File: src/rtl/count_wrap_pkg.sv
// Shared defaults and event word layout for count_wrap_logger.
package count_wrap_pkg;

    localparam int CNT_W_DEF = 4;
    localparam int TS_W_DEF  = 8;
    localparam int DEPTH_DEF = 4;

    typedef struct packed {
        logic                dir;
        logic [TS_W_DEF-1:0] ts;
    } evt_t;

endpackage

File: src/rtl/cwl_fifo.sv
// Synchronous first-word-fall-through FIFO; rd_data reads 0 while empty.
module cwl_fifo #(
    parameter int W     = 9,
    parameter int DEPTH = 4
) (
    input  logic                     clk,
    input  logic                     rst,
    input  logic                     push,
    input  logic [W-1:0]             push_data,
    input  logic                     pop,
    output logic                     valid,
    output logic [W-1:0]             rd_data,
    output logic [$clog2(DEPTH):0]   level,
    output logic                     overflow
);

    localparam int AW = $clog2(DEPTH);

    logic [W-1:0]  mem [DEPTH];
    logic [AW-1:0] wr_ptr;
    logic [AW-1:0] rd_ptr;
    logic          empty;
    logic          full;
    logic          do_push;
    logic          do_pop;

    always_comb begin
        empty    = (level == '0);
        full     = (level == (AW+1)'(DEPTH));
        do_pop   = pop && !empty;
        // A pop frees the slot on the same edge, so a full FIFO can still accept.
        do_push  = push && (!full || do_pop);
        overflow = push && full && !do_pop;
        valid    = !empty;
        rd_data  = empty ? '0 : mem[rd_ptr];
    end

    always_ff @(posedge clk or posedge rst) begin
        if (rst) begin
            wr_ptr <= '0;
            rd_ptr <= '0;
            level  <= '0;
        end else begin
            if (do_push) wr_ptr <= wr_ptr + 1'b1;
            if (do_pop)  rd_ptr <= rd_ptr + 1'b1;
            case ({do_push, do_pop})
                2'b10:   level <= level + 1'b1;
                2'b01:   level <= level - 1'b1;
                default: level <= level;
            endcase
        end
    end

    always_ff @(posedge clk) begin
        if (do_push) mem[wr_ptr] <= push_data;
    end

endmodule

File: src/rtl/count_wrap_logger.sv
// Logs timestamped up/down wrap events of a monitored counter into a FWFT FIFO.
// Optional feature: COUNT_WRAP_LOGGER_DROP_CNT_EN adds a saturating drop_cnt output.
module count_wrap_logger
    import count_wrap_pkg::*;
#(
    parameter int CNT_W = CNT_W_DEF,
    parameter int TS_W  = TS_W_DEF,
    parameter int DEPTH = DEPTH_DEF
) (
    input  logic                     clk,
    input  logic                     rst,
    input  logic                     m,
    input  logic [CNT_W-1:0]         count,
    output logic                     evt_valid,
    input  logic                     evt_ready,
    output logic [TS_W:0]            evt_data,
    output logic                     evt_drop,
    output logic [$clog2(DEPTH):0]   fifo_level
`ifdef COUNT_WRAP_LOGGER_DROP_CNT_EN
    ,
    output logic [7:0]               drop_cnt
`endif
);

    logic [CNT_W-1:0] prev_count;
    logic             prev_valid;
    logic [TS_W-1:0]  ts;
    logic             wrap;
    logic             overflow;

    // prev_valid gates detection so a pair straddling reset never matches.
    always_comb begin
        wrap = prev_valid &&
               (( m && (prev_count == '1) && (count == '0)) ||
                (!m && (prev_count == '0) && (count == '1)));
    end

    always_ff @(posedge clk or posedge rst) begin
        if (rst) begin
            prev_count <= '0;
            prev_valid <= 1'b0;
            ts         <= '0;
            evt_drop   <= 1'b0;
        end else begin
            prev_count <= count;
            prev_valid <= 1'b1;
            ts         <= ts + 1'b1;
            evt_drop   <= overflow;
        end
    end

    cwl_fifo #(
        .W     (TS_W + 1),
        .DEPTH (DEPTH)
    ) u_fifo (
        .clk       (clk),
        .rst       (rst),
        .push      (wrap),
        .push_data ({m, ts}),
        .pop       (evt_ready),
        .valid     (evt_valid),
        .rd_data   (evt_data),
        .level     (fifo_level),
        .overflow  (overflow)
    );

`ifdef COUNT_WRAP_LOGGER_DROP_CNT_EN
    always_ff @(posedge clk or posedge rst) begin
        if (rst) begin
            drop_cnt <= '0;
        end else if (evt_drop && (drop_cnt != 8'hFF)) begin
            drop_cnt <= drop_cnt + 8'd1;
        end
    end
`endif

endmodule

File: config.mk
export PLATFORM = sky130hd
export DESIGN_NAME = count_wrap_logger
export DESIGN_NICKNAME = d
export VERILOG_FILES = /design/src/rtl/count_wrap_pkg.sv /design/src/rtl/cwl_fifo.sv /design/src/rtl/count_wrap_logger.sv
export SDC_FILE = /design/constraint.sdc
export NUM_CORES = 1
export LEC_CHECK = 0
export BUFFER_PORTS_ARGS = -buffer_cell sky130_fd_sc_hd__buf_2
export CAP_MARGIN = 20
export CORE_ASPECT_RATIO = 1.2
export CORE_UTILIZATION = 58
export CTS_CLUSTER_DIAMETER = 200
export DETAILED_ROUTE_END_ITERATION = 12
export PLACE_DENSITY = 0.78
export SETUP_SLACK_MARGIN = 0.02
export SLEW_MARGIN = 20
export SYNTH_ARGS = -nofsm -noshare
export SYNTH_HDL_FRONTEND = slang
export SYNTH_SLANG_ARGS = --single-unit
export TNS_END_PERCENT = 5
File: constraint.sdc
create_clock -name clk -period 2.5 [get_ports clk]
set_input_delay 0.125 -clock clk [delete_from_list [all_inputs] [get_ports clk]]
set_output_delay 0.125 -clock clk [all_outputs]
set_load 0.01 [all_outputs]
# Word-level counts from Yosys, hierarchy flattened
# Memories as Yosys holds them, arrays and structs flattened.
# Index checks and enable logic that the tools add are counted.
# W data, S select, Z words.
[op_classes]
addsub = 5
n_eq_ne = 5
mux = 4
n_reduce_logical = 19
[ops]
columns = ["cell", "count"]
rows = [
  ["$logic_and A1 B1 Y1", 9],
  ["$mux W9", 1],
  ["$add A8 B1 Y8 const B", 1],
  ["$eq A4 B4 Y1 const B", 2],
  ["$logic_not A4 Y1", 2],
  ["$pmux W3 S2", 1],
  ["$add A2 B1 Y2 const B", 2],
  ["$logic_not A1 Y1", 4],
  ["$add A3 B1 Y3 const B", 1],
  ["$eq A3 B3 Y1 const B", 1],
  ["$logic_not A3 Y1", 1],
  ["$sub A3 B1 Y3 const B", 1],
  ["$eq A2 B1 Y1 const B", 1],
  ["$eq A2 B2 Y1 const B", 1],
  ["$logic_or A1 B1 Y1", 2],
  ["$mux W1", 2],
  ["$reduce_bool A2 Y1", 1],
]
[totals]
ff_bits = 21
ram_bits = 36
output_inout_bits = 14
wordCells = 41
mem_count = 1
[memory_table]
columns = ["name", "depth", "width", "read_ports", "rd_clocked_by_memory_dff", "wr", "line", "source"]
rows = [
  ["u_fifo.mem", 4, 9, 1, 0, 1, "cwl_fifo.sv:19", "logic [W-1:0] mem [DEPTH];"],
]

# Longest topological paths before layout
[depth]
ltp_word = 8
mapped_depth = 10
ltp_nobuf = 10

# By module
# A second synthesis with hierarchy kept.
[unflattened]
cells_unflattened = 147
hier_area_um2 = 2401.1
[by_module_without_submodules]
columns = ["mod", "n_inst", "cells_each", "area_each_um2", "seq_area_each_um2"]
rows = [
  ["cwl_fifo", 1, 109, 1880.6, 1256.2],
  ["count_wrap_logger", 1, 38, 520.5, 350.3],
]

# Worst setup path after synthesis
# No wires, ideal clock.
[synth_timing]
path_type = "flip-flop to flip-flop"
start = "reg u_fifo.level[0]"
end = "reg u_fifo.level[2]"
setup_time_ps = 79
arrival_time_ps = 2200
path_slack_ps = 221
stages_incl_launch_ff = 11
path_cell_list = "dfrtp_1 > or4b_4 > nand2b_2 > o22ai_4 > inv_1 > ha_1 > inv_1 > fa_1 > xor2_1 > nor2_1 > xor2_1"
[synth_between]
elab_chain_cells = 7
elab_cells_between_ends = 13
[synth_lines]
columns = ["item", "line", "source"]
rows = [
  ["start: declaration", "cwl_fifo.sv:13", "output logic [$clog2(DEPTH):0] level,"],
  ["start signal: assignment", "cwl_fifo.sv:47", "2'b10: level <= level + 1'b1;"],
  ["start signal: assignment", "cwl_fifo.sv:48", "2'b01: level <= level - 1'b1;"],
  ["start signal: assignment", "cwl_fifo.sv:49", "default: level <= level;"],
  ["$logic_not A3 Y1", "cwl_fifo.sv:28", "empty = (level == '0);"],
  ["$logic_not A1 Y1", "cwl_fifo.sv:30", "do_pop = pop && !empty;"],
  ["$logic_and A1 B1 Y1", "cwl_fifo.sv:30", ""],
  ["$logic_or A1 B1 Y1", "cwl_fifo.sv:32", "do_push = push && (!full || do_pop);"],
  ["$logic_and A1 B1 Y1", "cwl_fifo.sv:32", ""],
  ["$eq A2 B1 Y1 / $eq A2 B2 Y1 (equally long branches)", "cwl_fifo.sv:46", "case ({do_push, do_pop})"],
  ["$pmux W3 S2 / $reduce_bool A2 Y1 (equally long branches)", "n/a", ""],
]
# Several ways; a longest one is shown, not always the timed one.
# A chain may end at the register's enable or synchronous reset.

# Worst setup path in the final report
[layout_timing]
start = "reg u_fifo.level[1]"
end = "reg u_fifo.level[2]"
# The elaborated chain is that of the path after synthesis.

==> key figures <==
Power
  – Total power: 2420 uW
  – Peak VDD IR: 0.0006730 V
  – Pwr dens: 878.0 nW/um2
  – Clk pwr share: 0.303
  – LEAKAGE: 0.001112 uW
  – Switching Share: 0.2747
  – Combinational share of power: 0.218
  – Switch Pwr: about 660 uW
  – Internal: 1755 uW
  – Share of total power in sequential cells: 0.479

Yosys
  – Synth Warn #: 0
  – Primary FF master, synth: edfxtp_1
  – Netlist cell types: 32
  – Async SR Flop Fraction: 0.3684
  – Synth top cells by count: 36 x edfxtp_1, 21 x dfrtp_1, 13 x and2_1, 9 x mux4_2, 8 x inv_1
  – Synth area leader: edfxtp_1
  – Mapped Nets: roughly 150
  – Most frequent cell after synthesis: edfxtp_1
  – EDFF count, synth: 36
  – Top cell type's share of synthesized area: 0.4633
  – Synthesized area: roughly 2300 um2
  – Synth Instances: 136
  – Syn_area_per_cell: 17.16 um2
  – Register bit total from synthesis: 57
  – Synth top area cells: edfxtp_1 46%, dfrtp_1 23%, mux4_2 8.7%
  – Sequential fraction of the synthesis area: 0.6885

Clocking
  – Total clock sinks: 57
  – Clock latency on the worst-skew pair: around 330 ps
  – CTS buffer count: 9
  – H-tree depth reported by CTS: 3
  – Clock buffer depth: 2
  – CTS tree: built
  – Clk slew on worst S/H paths: 60 ps
  – Root Driver: clkbuf_8

Cells and area
  – Synth-to-Final Area Change: 18.12%
  – # fillers: 234
  – Ant diodes: 0
  – Ratio of cells with drive above 1 in the final layout: 0.3202
  – Fin cells: 230
  – Fin nets: 188

Hold path
  – Min-Delay Path Class: in2reg

GRT
  – Total gr overflow: 0
  – Largest net degree at the start of global routing: 22
  – First-pass GRT wire length: 6389 um
  – Vias in the first global route: 1376
  – Overall global routing resource usage: 0.2197
  – Initial antenna violation count: 0

Timing
  – Tcrit/Tclk final: 0.9625
  – Final min period: ~2400 ps
  – Fmax: 415.6 MHz
  – Max-slew headroom: 0.4643
  – Final Hold Fails: 0
  – Slew Viols, Final: 0
  – RSZ-0062 raised after global routing: false
  – Layout Skew: 6.829 ps
  – Final setup violation count: 0
  – Post-route setup slack: 93.63 ps
  – Worst-margin pin slew: 802.7 ps
  – Setup TNS Final: 0 ps

Placement
  – HPWL after detailed placement: ~2600 um
  – Setup Slack @ Placement: 41.31 ps
  – # port buffers: 21
  – Routability cong.: roughly 0.77
  – Dpl cells: 207

Critical path
  – Critical path type: reg2reg
  – Critical path startpoint category: flop
  – Critical Path RT: 2740 ps
  – Crit path DAT: 2650 ps
  – Worst Path Max Fanout: 7
  – CP Capture Type: flop

Routing
  – Wire per inst: 17.07 um
  – Total wire length: 3925 um
  – Remaining DRCs: 0
  – Vias: 1238
  – DRT Pass-1 Iters: 4
  – Final ANT Viol Nets: 0
  – Vias per cell: 5.383
  – Initial DRC Count: 52

Flow run
  – Maxcap violations: 0

Floorplanning
  – IO Pins: 22
  – Chip Height: 71.48 um
  – Die W: 59.90 um
  – Die ar.: 4282 um2
  – Initial Utilization: 0.6217
  – Placeable Area: 3754 um2
  – Row count: 24

Status
  – Status: finished clean
-- final timing paths --
path | start | to | slack (ps) | cells after the start
setup / recovery | u_fifo.level[1]$_DFFE_PP0P_ | u_fifo.level[2]$_DFFE_PP0P_ | 90 | 10
hold / removal | m | u_fifo.mem[2][8]$_DFFE_PP_ | 50 | 1
setup reg to reg | u_fifo.level[1]$_DFFE_PP0P_ | u_fifo.level[2]$_DFFE_PP0P_ | 90 | 10
hold reg to reg | u_fifo.level[2]$_DFFE_PP0P_ | u_fifo.level[2]$_DFFE_PP0P_ | 530 | 1
max in group asynchronous | rst | evt_drop$_DFF_PP0_ | 1500 | 3
min in group asynchronous | rst | u_fifo.wr_ptr[1]$_DFFE_PP0P_ | 500 | 3
-- state kept, by name, indices dropped and copies added, names as in the netlist --
register       count
prev_count         4
u_fifo.wr_ptr      2
u_fifo.level       3
ts                 8
u_fifo.rd_ptr      2
u_fifo.mem        36
evt_drop           1
prev_valid         1
-- worst max-delay path: stages, from the launching register on --
cell and delay [ps]:
dfrtp_1 400, or4b_4 560, nand2b_2 110, o22ai_4 100
inv_1 110, ha_4 150, inv_1 60, fa_1 370
xor2_1 160, nor2_1 150, xor2_1 170
-- cells by family (layout without fill, tap and decap cells) --
kind of cell,Yosys count,after routing,share of synthesized area
other cells,1,1,0.001607
compound gates,2,2,0.01072
simple gates,35,35,0.09760
buf+inv,11,53,0.01823
fa+ha+maj,7,7,0.04075
mux,11,11,0.09758
xor+xnor,12,12,0.04504
flops,57,57,0.6885
-- per-stage QoR --
stage / utilization / hold WS [ps] / cell area, um2
finish: 0.7343 / 50.57 / 2756
global route: 0.7343 / 59.39 / 2756
CTS: 0.7280 / 33.80 / 2733
detailed placement: 0.6657 / 263.6 / 2499
global placement: 0.6657 / 250.4 / 2499
floorplan: - / 101.5 / 2333
-- routing by layer --
layer  share of wire  global-route usage
met2            0.57              0.3790
met3           0.046             0.06859
met1            0.36              0.2322
met5               0                   0
met4           0.029              0.1214
-- placed cells by master, fill, tap and decap left out, drive strengths merged, types with 2 or more instances in the layout --
cell type and count:
and2 14, dfrtp 21, xnor2 7, inv 8
xor2 5, buf 24, nand3 4, clkinv 3
clkbuf 13, nand2 3, ha 6, and3 2
mux4 9, dlygate4sd3 5, nand4 2, edfxtp 36
-- power groups by stage --
stage	registers [uW]	logic, uW	clock network [uW]
floorplan	1110	384	0
global placement	1180	453	0
detailed placement	1190	477	0
CTS	1170	511	751
global route	1170	576	788
finish	1160	527	734
-- cell type report --
cell class | count | area [um2] | share of cell area
repair buffers | 29 | 177.7 | 0.06446
clock inverters | 3 | 15.01 | 0.005447
clock buffers | 13 | 158.9 | 0.05765
flip-flops and latches | 57 | 1607 | 0.5828
inverters | 8 | 30.03 | 0.01089
multi-input cells | 68 | 703.2 | 0.2551
well taps | 52 | 65.06 | 0.02360
-- repair_timing --
item | CTS | global route
hold buffers | 5 | 0
buffers inserted | 1 | 1
gates resized for setup | 1 | 2
hold endpoints to repair | 25 | 0
pin swaps | 1 | 1
setup endpoints to repair | 1 | 2
Note: power is estimated with default switching activity, not from simulation.
